===== config.mk =====
export PLATFORM = sky130hd
export DESIGN_NAME = ddr_port_arbiter
export DESIGN_NICKNAME = d
export VERILOG_FILES = /design/src/rtl/ddr_port_arbiter.sv
export SDC_FILE = /design/constraint.sdc
export NUM_CORES = 1
export LEC_CHECK = 0
export CAP_MARGIN = 15
export CORE_AREA = 2 2 295 297
export CTS_CLUSTER_DIAMETER = 50
export CTS_CLUSTER_SIZE = 14
export DETAILED_ROUTE_END_ITERATION = 7
export DIE_AREA = 0 0 297 299
export PLACE_DENSITY = 0.38
export SLEW_MARGIN = 10
export SYNTH_ARGS = -nofsm -noshare
export SYNTH_HDL_FRONTEND = slang
export SYNTH_SLANG_ARGS = --single-unit
export TNS_END_PERCENT = 50

===== constraint.sdc =====
create_clock -name clk -period 2.8 [get_ports clk]
set_clock_uncertainty 0.1 [all_clocks]
set_input_delay 0.84 -clock clk [delete_from_list [all_inputs] [get_ports clk]]
set_output_delay 0.84 -clock clk [all_outputs]
set_load 0.005 [all_outputs]

===== src/rtl/ddr_port_arbiter.sv =====
// rtl/ddr_port_arbiter.sv - two-port round-robin DDR user-port arbiter with in-order read tag FIFO
// Optional: DDR_ARB_FIXED_PRIO_EN selects fixed priority (port 1 wins ties) instead of round-robin.
module ddr_port_arbiter #(
    parameter int AW       = 28,
    parameter int DW       = 128,
    parameter int LW       = 4,
    parameter int RD_DEPTH = 4
) (
    input  logic              clk,
    input  logic              rst_n,
    input  logic [1:0]        s_cmd_valid,
    output logic [1:0]        s_cmd_ready,
    input  logic [1:0]        s_cmd_wr,
    input  logic [2*AW-1:0]   s_cmd_addr,
    input  logic [2*LW-1:0]   s_cmd_len,
    input  logic [2*DW-1:0]   s_wdata,
    input  logic [1:0]        s_wvalid,
    output logic [1:0]        s_wready,
    output logic [DW-1:0]     s_rdata,
    output logic [1:0]        s_rvalid,
    output logic              m_cmd_valid,
    input  logic              m_cmd_ready,
    output logic              m_cmd_wr,
    output logic [AW-1:0]     m_cmd_addr,
    output logic [LW-1:0]     m_cmd_len,
    output logic [DW-1:0]     m_wdata,
    output logic              m_wvalid,
    input  logic              m_wready,
    input  logic [DW-1:0]     m_rdata,
    input  logic              m_rvalid,
    output logic              gnt_owner,
    output logic              rd_orphan_err
);
    localparam int PW = $clog2(RD_DEPTH);

    typedef enum logic [1:0] {IDLE, CMD, WDATA} state_t;

    state_t         state, state_nxt;
    logic           last_grant;
    logic [LW-1:0]  wbeat_cnt;
    logic [LW-1:0]  rbeat_cnt;
    logic [LW:0]    tag_mem [RD_DEPTH];
    logic [PW:0]    wr_ptr, rd_ptr;
    logic           fifo_empty, fifo_full;
    logic [1:0]     eligible;
    logic           pick;
    logic           sel_wr;
    logic [AW-1:0]  sel_addr;
    logic [LW-1:0]  sel_len;
    logic           cmd_fire, wbeat_fire, push, pop, rbeat;
    logic           head_id;
    logic [LW-1:0]  head_len;

    assign fifo_empty = (wr_ptr == rd_ptr);
    assign fifo_full  = ((wr_ptr - rd_ptr) == (PW+1)'(RD_DEPTH));
    assign head_id    = tag_mem[rd_ptr[PW-1:0]][LW];
    assign head_len   = tag_mem[rd_ptr[PW-1:0]][LW-1:0];

    // A read is only eligible while the tag FIFO has room to remember its owner.
    assign eligible = s_cmd_valid & (s_cmd_wr | {2{~fifo_full}});
`ifdef DDR_ARB_FIXED_PRIO_EN
    assign pick = eligible[1];
`else
    assign pick = (eligible == 2'b11) ? ~last_grant : eligible[1];
`endif

    assign sel_wr   = s_cmd_wr[gnt_owner];
    assign sel_addr = gnt_owner ? s_cmd_addr[AW +: AW] : s_cmd_addr[0 +: AW];
    assign sel_len  = gnt_owner ? s_cmd_len[LW +: LW]  : s_cmd_len[0 +: LW];

    assign cmd_fire   = (state == CMD) && m_cmd_ready;
    assign wbeat_fire = (state == WDATA) && s_wvalid[gnt_owner] && m_wready;
    assign push       = cmd_fire && !sel_wr;
    assign rbeat      = m_rvalid && !fifo_empty;
    assign pop        = rbeat && (rbeat_cnt == head_len);

    always_comb begin
        state_nxt   = state;
        s_cmd_ready = '0;
        m_cmd_valid = 1'b0;
        m_cmd_wr    = 1'b0;
        m_cmd_addr  = '0;
        m_cmd_len   = '0;
        s_wready    = '0;
        m_wvalid    = 1'b0;
        m_wdata     = '0;
        case (state)
            IDLE: begin
                if (|eligible) state_nxt = CMD;
            end
            CMD: begin
                m_cmd_valid            = 1'b1;
                m_cmd_wr               = sel_wr;
                m_cmd_addr             = sel_addr;
                m_cmd_len              = sel_len;
                s_cmd_ready[gnt_owner] = m_cmd_ready;
                if (m_cmd_ready) state_nxt = sel_wr ? WDATA : IDLE;
            end
            WDATA: begin
                m_wvalid            = s_wvalid[gnt_owner];
                m_wdata             = gnt_owner ? s_wdata[DW +: DW] : s_wdata[0 +: DW];
                s_wready[gnt_owner] = m_wready;
                if (wbeat_fire && (wbeat_cnt == '0)) state_nxt = IDLE;
            end
            default: state_nxt = IDLE;
        endcase
    end

    // Read return is steered purely by the FIFO head, independent of the command FSM.
    always_comb begin
        s_rvalid = '0;
        s_rdata  = m_rdata;
        if (rbeat) s_rvalid[head_id] = 1'b1;
    end

    always_ff @(posedge clk or negedge rst_n) begin
        if (!rst_n) begin
            state         <= IDLE;
            gnt_owner     <= 1'b0;
            last_grant    <= 1'b1;
            wbeat_cnt     <= '0;
            rbeat_cnt     <= '0;
            wr_ptr        <= '0;
            rd_ptr        <= '0;
            rd_orphan_err <= 1'b0;
        end else begin
            state <= state_nxt;
            if ((state == IDLE) && (|eligible)) begin
                gnt_owner  <= pick;
                last_grant <= pick;
            end
            if (cmd_fire && sel_wr) begin
                wbeat_cnt <= sel_len;
            end else if (wbeat_fire) begin
                wbeat_cnt <= wbeat_cnt - 1'b1;
            end
            if (push) wr_ptr <= wr_ptr + 1'b1;
            if (pop) begin
                rbeat_cnt <= '0;
                rd_ptr    <= rd_ptr + 1'b1;
            end else if (rbeat) begin
                rbeat_cnt <= rbeat_cnt + 1'b1;
            end
            if (m_rvalid && fifo_empty) rd_orphan_err <= 1'b1;
        end
    end

    always_ff @(posedge clk) begin
        if (push) tag_mem[wr_ptr[PW-1:0]] <= {gnt_owner, sel_len};
    end
endmodule


==> run summary <==
ROUTING
----------------------------------------------------------------------------------
DR iter-0 viols                                                                271
Detailed-routing iteration count for the pre-antenna-repair pass                 4
Post-route DRC violation count                                                   0
Remaining number of nets flagged by the antenna check after routing              0
Overall routed net length                                                  43.8 mm
Detailed-route via count                                                      6153
Routed len/inst                                                            19.7 µm
Vias per cell                                                                 2.77

TIMING
----------------------------------------------------------------------------------
Fmax achieved                                                              348 MHz
Setup repair after global routing missed its margin                            yes
Aggregate negative setup slack                                             -215 ps
Max-Slew Margin vs Limit                                                     67.8%
Slew of the pin with the lowest slew margin                                 481 ps
Post-route clock period utilization                                           103%
Minimum setup slack in the final design                                   -76.6 ps
Final setup violation count                                                      5
Max-slew violations                                                              0
Hold violation count in the final report                                         0
Final Critical Period                                                      2880 ps

POWER
----------------------------------------------------------------------------------
Power share of the clock group                                                7.0%
Switching power as a share of total power                                    42.3%
Proportion of power drawn by flip-flops and latches                          12.8%
Share of total power in combinational logic                                  80.2%
Total Power Consumption                                                    7440 µW
Pwr dens                                                                630 nW/µm²
Switching power of the nets                                                3140 µW
Peak supply drop                                                          0.300 mV
Internal power component                                                   4300 µW
Static leakage                                                          0.00530 µW

GRT
----------------------------------------------------------------------------------
Via count of the first global-routing pass                                    6607
Number of antenna violations at the first check in global routing               15
Sum of overflow across all layers after global routing                           0
Global-route wire length before repair                                     56.6 mm
Pin count of the biggest net entering global routing                            48
Total global-route track usage                                               9.19%

LOGIC SYNTHESIS
----------------------------------------------------------------------------------
Proportion of netlist area held by the largest area contributor              30.8%
Simple-gate portion of the synthesized area                                  16.0%
Leading area contributor after synthesis                                   mux2i_1
Largest family of logic cells by synthesized area                     multiplexers
Multiplexer fraction of the synthesized cell area                            33.9%
Post-Synth XOR/XNOR Area                                                     2.01%
Complex-gate fraction of the synthesized area                                2.89%
Post-synthesis instance area                                              5230 µm²
Library cells used by synthesis                                                 44
Average cell area after synthesis                                         8.23 µm²
Yosys warnings                                                                   0
Synth area leaders                                                    mux2i_1, buf_4, nor2_1
Flip-flop and latch count after synthesis                                       39
Synthesized netlist net count                                                 1105
Adder and majority gate portion of the synthesized area                      2.39%
Seq/Total Area, Yosys                                                        20.6%
Synthesized netlist cell count                                                 636

RUN STATUS
----------------------------------------------------------------------------------
Violated checks                                                       negative setup slack
Run status                                                            finished with violations

WORST SETUP PATH
----------------------------------------------------------------------------------
Launch point of the worst reg-to-reg path                                gnt_owner
Required time of the critical path                                         1860 ps
Reg-to-Reg End                                                        tag_mem[1][0]
Worst setup path end                                                   m_wdata[43]
Worst setup startpoint                                                   gnt_owner
Arr. time, crit path                                                       1940 ps
Number of cells on the worst reg-to-reg path                                     8
Critical setup path kind                                              flip-flop to output pin
Highest net fanout along the worst path                                          8
Internal reg-to-reg setup slack                                             350 ps
Setup crit start kind                                                    flip-flop
CP endpoint kind                                                        output pin

PLACEMENT
----------------------------------------------------------------------------------
Post-place setup slack                                                     -632 ps
HPWL after detailed placement                                              38.1 mm
Routability congestion estimate from global placement                        0.866
Count of buffers from port buffering                                           501

CLOCKING
----------------------------------------------------------------------------------
Maximum root-to-sink buffer count                                                2
Total clock sinks                                                               39
CTS tree                                                                       yes
Insertion delay of the later-clocked pin in the worst-skew pair             270 ps
TritonCTS Buffers                                                                5
Clock slew seen by the registers of the worst setup and hold paths           50 ps
Level count of the clock H-tree                                                  2
Hold buffer count at cts                                                         0
Root cell of the clock tree                                              clkbuf_16

FLOORPLAN
----------------------------------------------------------------------------------
Total number of placement rows                                                 108
Boundary pin count                                                             758
Die area                                                                 88800 µm²
Area of the core                                                         85900 µm²
Overall die height                                                          299 µm
Effective utilization at floorplan                                           6.09%
Die Width                                                                   297 µm

FINAL LAYOUT
----------------------------------------------------------------------------------
Growth of design area from synthesis to finish                                126%
Highest-count cells in the layout ignoring fill and taps              clkdlybuf4s50_1, nor2_1, mux2i_1
Post-layout nets                                                              1534
Leading cell type in the layout, fill and taps excluded               clkdlybuf4s50_1
Layout cells sized above 1                                                   18.9%

MIN PATH
----------------------------------------------------------------------------------
Worst min-delay path class                                            flip-flop to flip-flop

JOB
----------------------------------------------------------------------------------
Number of max-cap violations                                                     0

-- critical path, stage by stage, from the launching register on --
cell and delay, ps:
dfrtp_4 520, buf_4 160, buf_8 130, buf_16 160, buf_12 140, mux2i_1 170, nor2_1 60, dlygate4sd2_1 300
-- cells in the mapped netlist, drive strengths merged --
cell type	number
mux2	3
xor2	5
and2	6
nor3	2
dfstp	1
a221o	1
mux4	5
nand3b	1
edfxtp	20
nor3b	1
nor2b	1
xnor2	7
a21oi	2
o211ai	1
a31oi	2
nand2b	3
nor4b	1
mux2i	161
dfrtp	18
buf	144
clkbuf	22
o31ai	3
nand2	11
or3	1
nor2	173
ha	10
o21ai	7
nand4	2
and3	2
o22a	2
nand3	2
inv	13
o21a	1
o21bai	1
o22ai	1
-- metal layers --
layer / GRT usage (%) / up-vias / share of wire (%)
met5: 0 / - / 0.15
met4: 1.79 / 10 / 2.2
met3: 6.85 / 103 / 17
met2: 15.0 / 407 / 46
met1: 9.48 / 2766 / 35
li1: - / 2867 / -
-- cell families (layout without fill, tap and decap cells) --
family                     Yosys count  in the layout
AOI/OAI and AO/OA                   21             21
other                                0              3
DFF                                 39             39
adders and majority gates           10             10
xor gates and xnor gates            12             12
and+or+nand+nor                    206            206
muxes                              169            169
buffers and inverters              179            609
-- per-stage QoR --
stage,util [%],std cells,area (µm²),hold WS (ps)
final,13.7,2224,11800,377
after global routing,13.7,2221,11800,406
after CTS,13.5,2214,11600,387
after detailed placement,13.3,2204,11400,376
after global placement,13.3,2204,11400,370
after floorplan,-,636,5230,362
-- state kept, by name, summed over array words and instances, names as in the netlist --
name / flops
gnt_owner: 1
rbeat_cnt: 4
rd_orphan_err: 1
wr_ptr: 3
tag_mem: 20
state: 2
rd_ptr: 3
last_grant: 1
wbeat_cnt: 4
-- how the worst min path moves through the flow --
stage,end,depth (start not counted),startpoint
after global routing,rd_ptr[2],1,rd_ptr[2]
after CTS,rd_orphan_err,1,rd_orphan_err
after global placement,rd_orphan_err,1,rd_orphan_err
final,rd_orphan_err,1,rd_orphan_err
after floorplan,wr_ptr[2],1,wr_ptr[2]
after detailed placement,rd_orphan_err,1,rd_orphan_err
-- cell type report --
class / instances / area, µm²
Antenna cell: 3 / 7.51
Clock buffer: 6 / 129
Clock inverter: 2 / 7.51
Fill cell: 9859 / 74100
Inverter: 13 / 48.8
Multi-Input combinational cell: 418 / 3300
Sequential cell: 39 / 1080
Tap cell: 1155 / 1450
Timing Repair Buffer: 588 / 5790
-- timing repair --
| item | 4_1_cts | 5_1_grt |
|---|---|---|
| setup buffers | 9 | 6 |
| resized for setup | 300 | 72 |
| pin swaps | 13 | 8 |
| cloned | 1 | 2 |
| endpoints found under the setup margin | 157 | 54 |
-- power groups by stage --
stage	sequential, µW	clock, µW	combinational (µW)
finish	950	521	5970
global route	973	572	6510
CTS	946	540	5880
detailed placement	945	0	5680
global placement	940	0	5650
floorplan	914	0	2640
Power figures use the tool's default switching activity.
